`src/rtl/muldiv_ctrl_if.sv`:
```
// ----------------------------------------------------------------------------
// muldiv_ctrl_if
//   Bundles the EX-stage request and response signals of the multi-cycle
//   RV32M controller. Clock and reset are not part of the bundle; they stay
//   plain ports on the design.
//
//   Request (driven by the pipeline, the master):
//     start   EX holds an M-extension instruction (level, held while stalled)
//     op      funct3 code of the M-extension instruction
//     a, b    forwarded rs1 / rs2 operands
//     flush   synchronous kill from a branch/jump redirect
//   Response (driven by the controller, the slave):
//     stall   freezes PC, IF/ID and ID/EX
//     busy    controller is iterating
//     done    one-cycle pulse, result valid
//     result  operation result
// ----------------------------------------------------------------------------
interface muldiv_ctrl_if #(
    parameter int XLEN = 32
);
    logic            start;
    logic [2:0]      op;
    logic [XLEN-1:0] a;
    logic [XLEN-1:0] b;
    logic            flush;
    logic            stall;
    logic            busy;
    logic            done;
    logic [XLEN-1:0] result;

    modport master (
        output start, op, a, b, flush,
        input  stall, busy, done, result
    );

    modport slave (
        input  start, op, a, b, flush,
        output stall, busy, done, result
    );
endinterface

```
`src/rtl/muldiv_ctrl.sv`:
```
// ----------------------------------------------------------------------------
// muldiv_ctrl
//   Multi-cycle RV32M execution controller sitting beside the EX-stage ALU.
//   Accepts one M-extension operation, runs a 32-iteration shift-add
//   multiplier or restoring divider on operand magnitudes, applies the sign
//   correction on the last iteration and presents the result with a
//   single-cycle done pulse. Divide-by-zero and signed overflow are resolved
//   at acceptance and finish in one cycle.
//
//   Ports:
//     clk    rising-edge clock
//     rstn   asynchronous active-low reset
//     bus    muldiv_ctrl_if slave modport (start/op/a/b/flush in,
//            stall/busy/done/result out)
//
//   Build option:
//     MULDIV_FAST_MUL_EN  when defined, all four multiplies use a single-cycle
//                         combinational signed product and take the one-cycle
//                         path; division is unchanged. When undefined, no
//                         multiply operator is used.
// ----------------------------------------------------------------------------
module muldiv_ctrl #(
    parameter int XLEN = 32,
    parameter int ITER = 32
) (
    input  logic          clk,
    input  logic          rstn,
    muldiv_ctrl_if.slave  bus
);

    localparam logic [1:0] S_IDLE = 2'd0;
    localparam logic [1:0] S_BUSY = 2'd1;
    localparam logic [1:0] S_DONE = 2'd2;

    localparam int CW = $clog2(ITER) + 1;

    logic [1:0]      state_q,   state_d;
    logic [CW-1:0]   cnt_q,     cnt_d;
    logic [2:0]      op_q,      op_d;
    logic [XLEN-1:0] result_q,  result_d;
    logic [XLEN-1:0] hi_q,      hi_d;
    logic [XLEN-1:0] lo_q,      lo_d;
    logic [XLEN-1:0] opnd_q,    opnd_d;
    logic            neg_q,     neg_d;
    logic            neg_rem_q, neg_rem_d;

    // ------------------------------------------------------------------
    // Operand decode at acceptance. MUL only keeps the low half, which is
    // the same for any signedness, so it is treated as unsigned.
    // ------------------------------------------------------------------
    logic            is_div;
    logic            a_signed;
    logic            b_signed;
    logic            a_neg;
    logic            b_neg;
    logic [XLEN-1:0] mag_a;
    logic [XLEN-1:0] mag_b;

    assign is_div   = bus.op[2];
    assign a_signed = (bus.op == 3'b001) | (bus.op == 3'b010) | (bus.op[2] & ~bus.op[0]);
    assign b_signed = (bus.op == 3'b001) | (bus.op[2] & ~bus.op[0]);
    assign a_neg    = a_signed & bus.a[XLEN-1];
    assign b_neg    = b_signed & bus.b[XLEN-1];
    assign mag_a    = a_neg ? -bus.a : bus.a;
    assign mag_b    = b_neg ? -bus.b : bus.b;

    // ------------------------------------------------------------------
    // One-cycle cases decided at acceptance.
    // ------------------------------------------------------------------
    logic            div_by_zero;
    logic            div_ovf;
    logic            special;
    logic [XLEN-1:0] special_res;

    assign div_by_zero = is_div & (bus.b == '0);
    assign div_ovf     = is_div & ~bus.op[0]
                       & (bus.a == {1'b1, {(XLEN-1){1'b0}}})
                       & (bus.b == '1);

`ifdef MULDIV_FAST_MUL_EN
    // Sign-extending both operands to the full product width makes the
    // truncated unsigned product equal to the signed 33x33 product.
    logic [2*XLEN-1:0] fast_a;
    logic [2*XLEN-1:0] fast_b;
    logic [2*XLEN-1:0] fast_prod;

    assign fast_a    = {{XLEN{a_neg}}, bus.a};
    assign fast_b    = {{XLEN{b_neg}}, bus.b};
    assign fast_prod = fast_a * fast_b;
    assign special   = div_by_zero | div_ovf | ~is_div;
`else
    assign special   = div_by_zero | div_ovf;
`endif

    always_comb begin
        special_res = '0;
        if (div_by_zero) begin
            special_res = bus.op[1] ? bus.a : '1;
        end else if (div_ovf) begin
            special_res = bus.op[1] ? '0 : {1'b1, {(XLEN-1){1'b0}}};
        end
`ifdef MULDIV_FAST_MUL_EN
        else if (!is_div) begin
            special_res = (bus.op[1:0] == 2'b00) ? fast_prod[XLEN-1:0]
                                                 : fast_prod[2*XLEN-1:XLEN];
        end
`endif
    end

    // ------------------------------------------------------------------
    // One iteration of the shared datapath.
    // Multiply: {hi,lo} holds partial product / remaining multiplier;
    //   add the multiplicand to hi when lo[0] is set, then shift right.
    // Divide: {hi,lo} holds remainder / dividend-then-quotient; shift left,
    //   trial-subtract the divisor and keep the difference if no borrow.
    // ------------------------------------------------------------------
    logic [XLEN:0]     mul_sum;
    logic [XLEN:0]     div_shift;
    logic [XLEN:0]     div_diff;
    logic [XLEN-1:0]   step_hi;
    logic [XLEN-1:0]   step_lo;

    always_comb begin
        mul_sum   = {1'b0, hi_q} + {1'b0, opnd_q & {XLEN{lo_q[0]}}};
        div_shift = {hi_q, lo_q[XLEN-1]};
        div_diff  = div_shift - {1'b0, opnd_q};
        if (op_q[2]) begin
            if (!div_diff[XLEN]) begin
                step_hi = div_diff[XLEN-1:0];
                step_lo = {lo_q[XLEN-2:0], 1'b1};
            end else begin
                step_hi = {hi_q[XLEN-2:0], lo_q[XLEN-1]};
                step_lo = {lo_q[XLEN-2:0], 1'b0};
            end
        end else begin
            step_hi = mul_sum[XLEN:1];
            step_lo = {mul_sum[0], lo_q[XLEN-1:1]};
        end
    end

    // ------------------------------------------------------------------
    // Sign correction and result selection applied to the values produced
    // by the final iteration, so the result registers on the same edge.
    // ------------------------------------------------------------------
    logic [2*XLEN-1:0] prod_mag;
    logic [2*XLEN-1:0] prod;
    logic [XLEN-1:0]   quot;
    logic [XLEN-1:0]   rem;
    logic [XLEN-1:0]   finish_res;

    always_comb begin
        prod_mag = {step_hi, step_lo};
        prod     = neg_q ? -prod_mag : prod_mag;
        quot     = neg_q ? -step_lo : step_lo;
        rem      = neg_rem_q ? -step_hi : step_hi;
        if (op_q[2]) begin
            finish_res = op_q[1] ? rem : quot;
        end else begin
            finish_res = (op_q[1:0] == 2'b00) ? prod[XLEN-1:0] : prod[2*XLEN-1:XLEN];
        end
    end

    // ------------------------------------------------------------------
    // Control FSM and datapath next-state. Flush wins over everything and
    // leaves the result untouched; start is only honoured in IDLE.
    // ------------------------------------------------------------------
    always_comb begin
        state_d   = state_q;
        cnt_d     = cnt_q;
        op_d      = op_q;
        result_d  = result_q;
        hi_d      = hi_q;
        lo_d      = lo_q;
        opnd_d    = opnd_q;
        neg_d     = neg_q;
        neg_rem_d = neg_rem_q;

        if (bus.flush) begin
            state_d = S_IDLE;
        end else begin
            case (state_q)
                S_IDLE: begin
                    if (bus.start) begin
                        op_d  = bus.op;
                        cnt_d = '0;
                        if (special) begin
                            state_d  = S_DONE;
                            result_d = special_res;
                        end else begin
                            state_d   = S_BUSY;
                            hi_d      = '0;
                            lo_d      = is_div ? mag_a : mag_b;
                            opnd_d    = is_div ? mag_b : mag_a;
                            neg_d     = a_neg ^ b_neg;
                            neg_rem_d = a_neg;
                        end
                    end
                end
                S_BUSY: begin
                    hi_d  = step_hi;
                    lo_d  = step_lo;
                    cnt_d = cnt_q + 1'b1;
                    if (cnt_q == CW'(ITER - 1)) begin
                        state_d  = S_DONE;
                        result_d = finish_res;
                    end
                end
                S_DONE: begin
                    state_d = S_IDLE;
                end
                default: begin
                    state_d = S_IDLE;
                end
            endcase
        end
    end

    // State and datapath registers, cleared by the asynchronous reset.
    always_ff @(posedge clk or negedge rstn) begin
        if (!rstn) begin
            state_q   <= S_IDLE;
            cnt_q     <= '0;
            op_q      <= '0;
            result_q  <= '0;
            hi_q      <= '0;
            lo_q      <= '0;
            opnd_q    <= '0;
            neg_q     <= 1'b0;
            neg_rem_q <= 1'b0;
        end else begin
            state_q   <= state_d;
            cnt_q     <= cnt_d;
            op_q      <= op_d;
            result_q  <= result_d;
            hi_q      <= hi_d;
            lo_q      <= lo_d;
            opnd_q    <= opnd_d;
            neg_q     <= neg_d;
            neg_rem_q <= neg_rem_d;
        end
    end

    assign bus.busy   = (state_q == S_BUSY);
    assign bus.done   = (state_q == S_DONE);
    assign bus.stall  = (state_q == S_BUSY) | ((state_q == S_IDLE) & bus.start & ~bus.flush);
    assign bus.result = result_q;

endmodule
```
`src/flat_wrapper.sv`:
```
// flat-port wrapper written by rule: the top's interface ports become plain ports
module muldiv_ctrl_flat 
#(
    parameter int XLEN = 32,
    parameter int ITER = 32
)
  (clk, rstn, bus_start, bus_op, bus_a, bus_b, bus_flush, bus_stall, bus_busy, bus_done, bus_result);
  muldiv_ctrl_if #(.XLEN(XLEN)) bus_i ();
  input  logic clk;
  input  logic rstn;
  input wire logic [$bits(bus_i.start)-1:0] bus_start;
  input wire logic [$bits(bus_i.op)-1:0] bus_op;
  input wire logic [$bits(bus_i.a)-1:0] bus_a;
  input wire logic [$bits(bus_i.b)-1:0] bus_b;
  input wire logic [$bits(bus_i.flush)-1:0] bus_flush;
  output wire logic [$bits(bus_i.stall)-1:0] bus_stall;
  output wire logic [$bits(bus_i.busy)-1:0] bus_busy;
  output wire logic [$bits(bus_i.done)-1:0] bus_done;
  output wire logic [$bits(bus_i.result)-1:0] bus_result;
  assign bus_i.start = bus_start;
  assign bus_i.op = bus_op;
  assign bus_i.a = bus_a;
  assign bus_i.b = bus_b;
  assign bus_i.flush = bus_flush;
  assign bus_stall = bus_i.stall;
  assign bus_busy = bus_i.busy;
  assign bus_done = bus_i.done;
  assign bus_result = bus_i.result;
  muldiv_ctrl #(.XLEN(XLEN), .ITER(ITER)) u_core (.clk(clk), .rstn(rstn), .bus(bus_i));
endmodule
```
`config.mk`:
```
export PLATFORM = sky130hd
export DESIGN_NAME = muldiv_ctrl_flat
export DESIGN_NICKNAME = d
export VERILOG_FILES = /design/src/rtl/muldiv_ctrl_if.sv /design/src/rtl/muldiv_ctrl.sv /design/src/flat_wrapper.sv
export SDC_FILE = /design/constraint.sdc
export NUM_CORES = 1
export LEC_CHECK = 0
export BUFFER_PORTS_ARGS = -buffer_cell sky130_fd_sc_hd__buf_4
export CORE_MARGIN = 1
export CORE_UTILIZATION = 45
export DETAILED_ROUTE_END_ITERATION = 8
export GPL_TIMING_DRIVEN = 0
export PLACE_DENSITY = 0.67
export SLEW_MARGIN = 10
export SYNTH_ARGS = -nofsm -noshare
export SYNTH_HDL_FRONTEND = slang
export SYNTH_SLANG_ARGS = --single-unit
```
`constraint.sdc`:
```
create_clock -name clk -period 7.43 [get_ports clk]
set_clock_uncertainty 0.2 [all_clocks]
set_input_delay 0.743 -clock clk [delete_from_list [all_inputs] [get_ports clk]]
set_output_delay 0.743 -clock clk [all_outputs]
set_load 0.02 [all_outputs]
```
==> summary.md <==
| Metric | Value |
|---|---|
| Clk_lat worst skew | 460 ps |
| Placed insts | 2862 |
| Layout cells sized above 1 | 9.45% |
| Area contributors post-synth | dfrtp_1, o21ai_0, a21oi_1 |
| CTS sink cnt | 141 |
| Mean area per synthesized cell | 7.17 um^2 |
| Fin nets | 2563 |
| Worst EP required | 7550 ps |
| Critical path depth | 16 |
| Status | finished, final reports clean |
| Post-synth EDFFs | 0 |
| Worst vdd ir | 0.205 mV |
| Slowest cell on crit path | dfrtp_1 |
| Via density per instance | 6.81 |
| Cell area after synthesis | 16500 um^2 |
| Worst-path clk slew | 70 ps |
| CTS tree | built |
| Global route total overflow | 0 |
| Final hold violation count | 0 |
| Final min period | 7430 ps |
| First-pass GRT wire length | 121 mm |
| WS Path Type | flop to flop |
| Placement Rows | 69 |
| Met2 Use GR | 63.9% |
| Critical Path Fanout Max | 11 |
| Initial antenna violation count | 2 |
| Max Root-Sink Buffers | 2 |
| Drt wl/cell | 28.9 um |
| Top-count cell post-synth | nand2_1 |
| Vias in the first global route | 18.2k |
| Layout area overhead | 12.7% |
| Overall die area | 37300 um^2 |
| Post-route ant nets | 0 |
| Inserted Clock Buffers | 17 |
| # port buffers | 104 |
| Crit path max-delay family | buffers and inverters |
| HPWL reported at the end of detailed placement | 68.4 mm |
| # setup viols final | 0 |
| CP Capture Type | flop |
| Starting Density | 46.0% |
| Synthesis-stage register bit count | 141 |
| Max Clock Freq | 135 MHz |
| Internal power | 0.00341 W |
| Syn Nets | 2438 |
| Worst slack at placement | -825 ps |
| Gr busiest metal | met2 |
| Top_reg_cell synth | dfrtp_1 |
| Drt initial violations | 2784 |
| DRC Markers | 0 |
| Placer's final routability congestion estimate | 1.06 |
| Met3 usage | 11.2% |
| Pre-antenna DRT Iters | 8 |
| Slew margin rel. | 19.5% |
| Filler cells | 3656 |
| Multi-input gate area | 12100 um^2 |
| Post-synthesis cell count | 2295 |
| Combinational share of power | 70.8% |
| Reg area | 3530 um^2 |
| Post-synth ARST share | 100% |
| Most frequent cells after synthesis | nand2_1, nor2_1, o21ai_0, a21oi_1, dfrtp_1 |
| Pleak | 7.52 nW |
| Slew @ Worst Pin | 1200 ps |
| Clock power share | 11.6% |
| Max-slew violations | 0 |
| Ys Warns | 0 |
| CP arrival | 7540 ps |
| Die X | 193 um |
| IO Count | 106 |
| Register area share after synthesis | 21.4% |
| Sw frac | 58.4% |
| Worst setup SP type | flop |
| Largest net degree at the start of global routing | 102 |
| Non-Filler Instances | 2895 |
| Max-Cap Viols | 0 |
| Worst hold stages | 1 |
| Gr usage total | 43.8% |
| TNS Setup | 0 ps |
| Met1 global-route usage | 58.6% |
| Root buffer cell | clkbuf_16 |
| Tcrit/Tclk final | 100% |
| Total power | 0.00820 W |
| H-tree Lvls | 4 |
| Routed WL | 83.5 mm |
| Via Count | 19.7k |
| CORE AREA | 35700 um^2 |
| Synth area leader | dfrtp_1 |
| HP Class | flop to flop |
| Top cell type's share of synthesized area | 21.4% |
| Die Span Y | 193 um |
| PnR worst setup slack | 0.840 ps |
| Number of post-CTS setup repair buffers | 0 |
| Post-synth cell types | 89 |
| Slowest stage delay, CP | 790 ps |
| Cells on worst reg2reg path | 16 |
| RSZ-0062 raised after global routing | false |
| Crit path buf inv count | 7 |
| Worst path cell trace | clkbuf_2 > buf_2 > buf_1 > clkdlybuf4s15_2 > clkbuf_2 > clkdlybuf4s15_2 > a311o_1 > ha_1 > inv_1 > a2111o_1 > a211oi_2 > nand4b_1 > or4_4 > o211a_1 > o21ai_1 > a31oi_1 |
| PD cells | 443 nW/um^2 |
| Net Switching | 0.00479 W |
| Sequential Power Share | 17.6% |
| Utilization after layout | 51.9% |
worst register-to-register path, cell delays in order, from the launching register on:
cell	delay [ps]
dfrtp_1	790
clkbuf_2	520
buf_2	410
buf_1	540
clkdlybuf4s15_2	590
clkbuf_2	510
clkdlybuf4s15_2	590
a311o_1	390
ha_1	200
inv_1	80
a2111o_1	500
a211oi_2	470
nand4b_1	350
or4_4	530
o211a_1	230
o21ai_1	240
a31oi_1	160
registers in the layout (all words and copies together) (netlist names):
signal / flops
u_core.lo_q: 32
u_core.bus.result: 32
u_core.neg_q: 1
u_core.op_q: 3
u_core.state_q: 2
u_core.neg_rem_q: 1
u_core.hi_q: 32
u_core.cnt_q: 6
u_core.opnd_q: 32
power groups by stage:
stage / clock (W) / combinational (W) / sequential (W)
6_report: 0.000951 / 0.00581 / 0.00144
3_3_place_gp: 0 / 0.00547 / 0.00140
5_1_grt: 0.000978 / 0.00607 / 0.00144
3_5_place_dp: 0 / 0.00550 / 0.00140
4_1_cts: 0.000944 / 0.00554 / 0.00140
2_1_floorplan: 0 / 0.00353 / 0.00132
layout make-up:
cell class	count	share of cell area (%)
antenna	1	0.0135
tap	461	3.11
sequential	141	19.0
multi-input combinational	1949	65.4
clock inverter	13	0.958
timing repair buffer	108	4.52
clock buffer	19	2.44
buffer	129	3.02
inverter	74	1.50
placed cells by master (no fill, tap or decap), types with 10 or more instances in the layout:
cell / instances
a211oi_1: 15
a21o_1: 30
a21oi_1: 224
a22o_1: 19
a31oi_1: 32
and2_1: 43
and3_1: 10
buf_1: 11
buf_2: 16
buf_4: 108
clkbuf_1: 90
clkbuf_16: 17
dfrtp_1: 141
ha_1: 70
inv_1: 72
mux2_2: 17
mux2i_1: 54
nand2_1: 269
nand2b_1: 24
nand3_1: 38
nand4_1: 29
nor2_1: 251
nor2b_1: 12
nor3_1: 76
nor4_1: 22
o211ai_1: 35
o21a_1: 16
o21ai_0: 230
o221ai_1: 11
o22ai_1: 10
o31ai_1: 24
o41ai_1: 12
or2_2: 14
or3_1: 28
or4_1: 10
xnor2_1: 94
xor2_1: 77
cell families after synthesis:
family	synth area share, %
flops	21.4
fa+ha+maj	5.57
xor+xnor	9.10
compound gates	29.7
buf+inv	5.03
simple gates	24.6
mux	4.52
through the flow:
step	cell area (um^2)	hold slack [ps]
floorplan	16500	247
global route	18500	312
CTS	18500	304
finish	18500	296
global placement	17800	278
detailed placement	17900	286
layer usage:
| layer | vias to the layer above | wire (um) | share of wire, % |
|---|---|---|---|
| li1 | 8625 | - | - |
| met1 | 9343 | 32800 | 39 |
| met2 | 1471 | 34400 | 41 |
| met3 | 273 | 11200 | 13 |
| met4 | 0 | 5180 | 6.2 |
| met5 | - | 0 | 0 |
final timing paths:
kind	end	start	slack [ps]
worst max-delay path	u_core.bus.result[28]	u_core.op_q[2]	0.8
worst min-delay path	u_core.bus.result[13]	u_core.bus.result[13]	300
worst max register to register	u_core.bus.result[28]	u_core.op_q[2]	0.8
worst min register to register	u_core.bus.result[13]	u_core.bus.result[13]	300
max in group asynchronous	u_core.opnd_q[13]	rstn	5560
min in group asynchronous	u_core.bus.result[25]	rstn	580
repair_timing:
action,CTS,global route
endpoints found under the hold margin,13,0
resized for setup,6,2
endpoints found under the setup margin,13,2
hold buffers,1,0
Note: power is estimated with default switching activity, not from simulation.
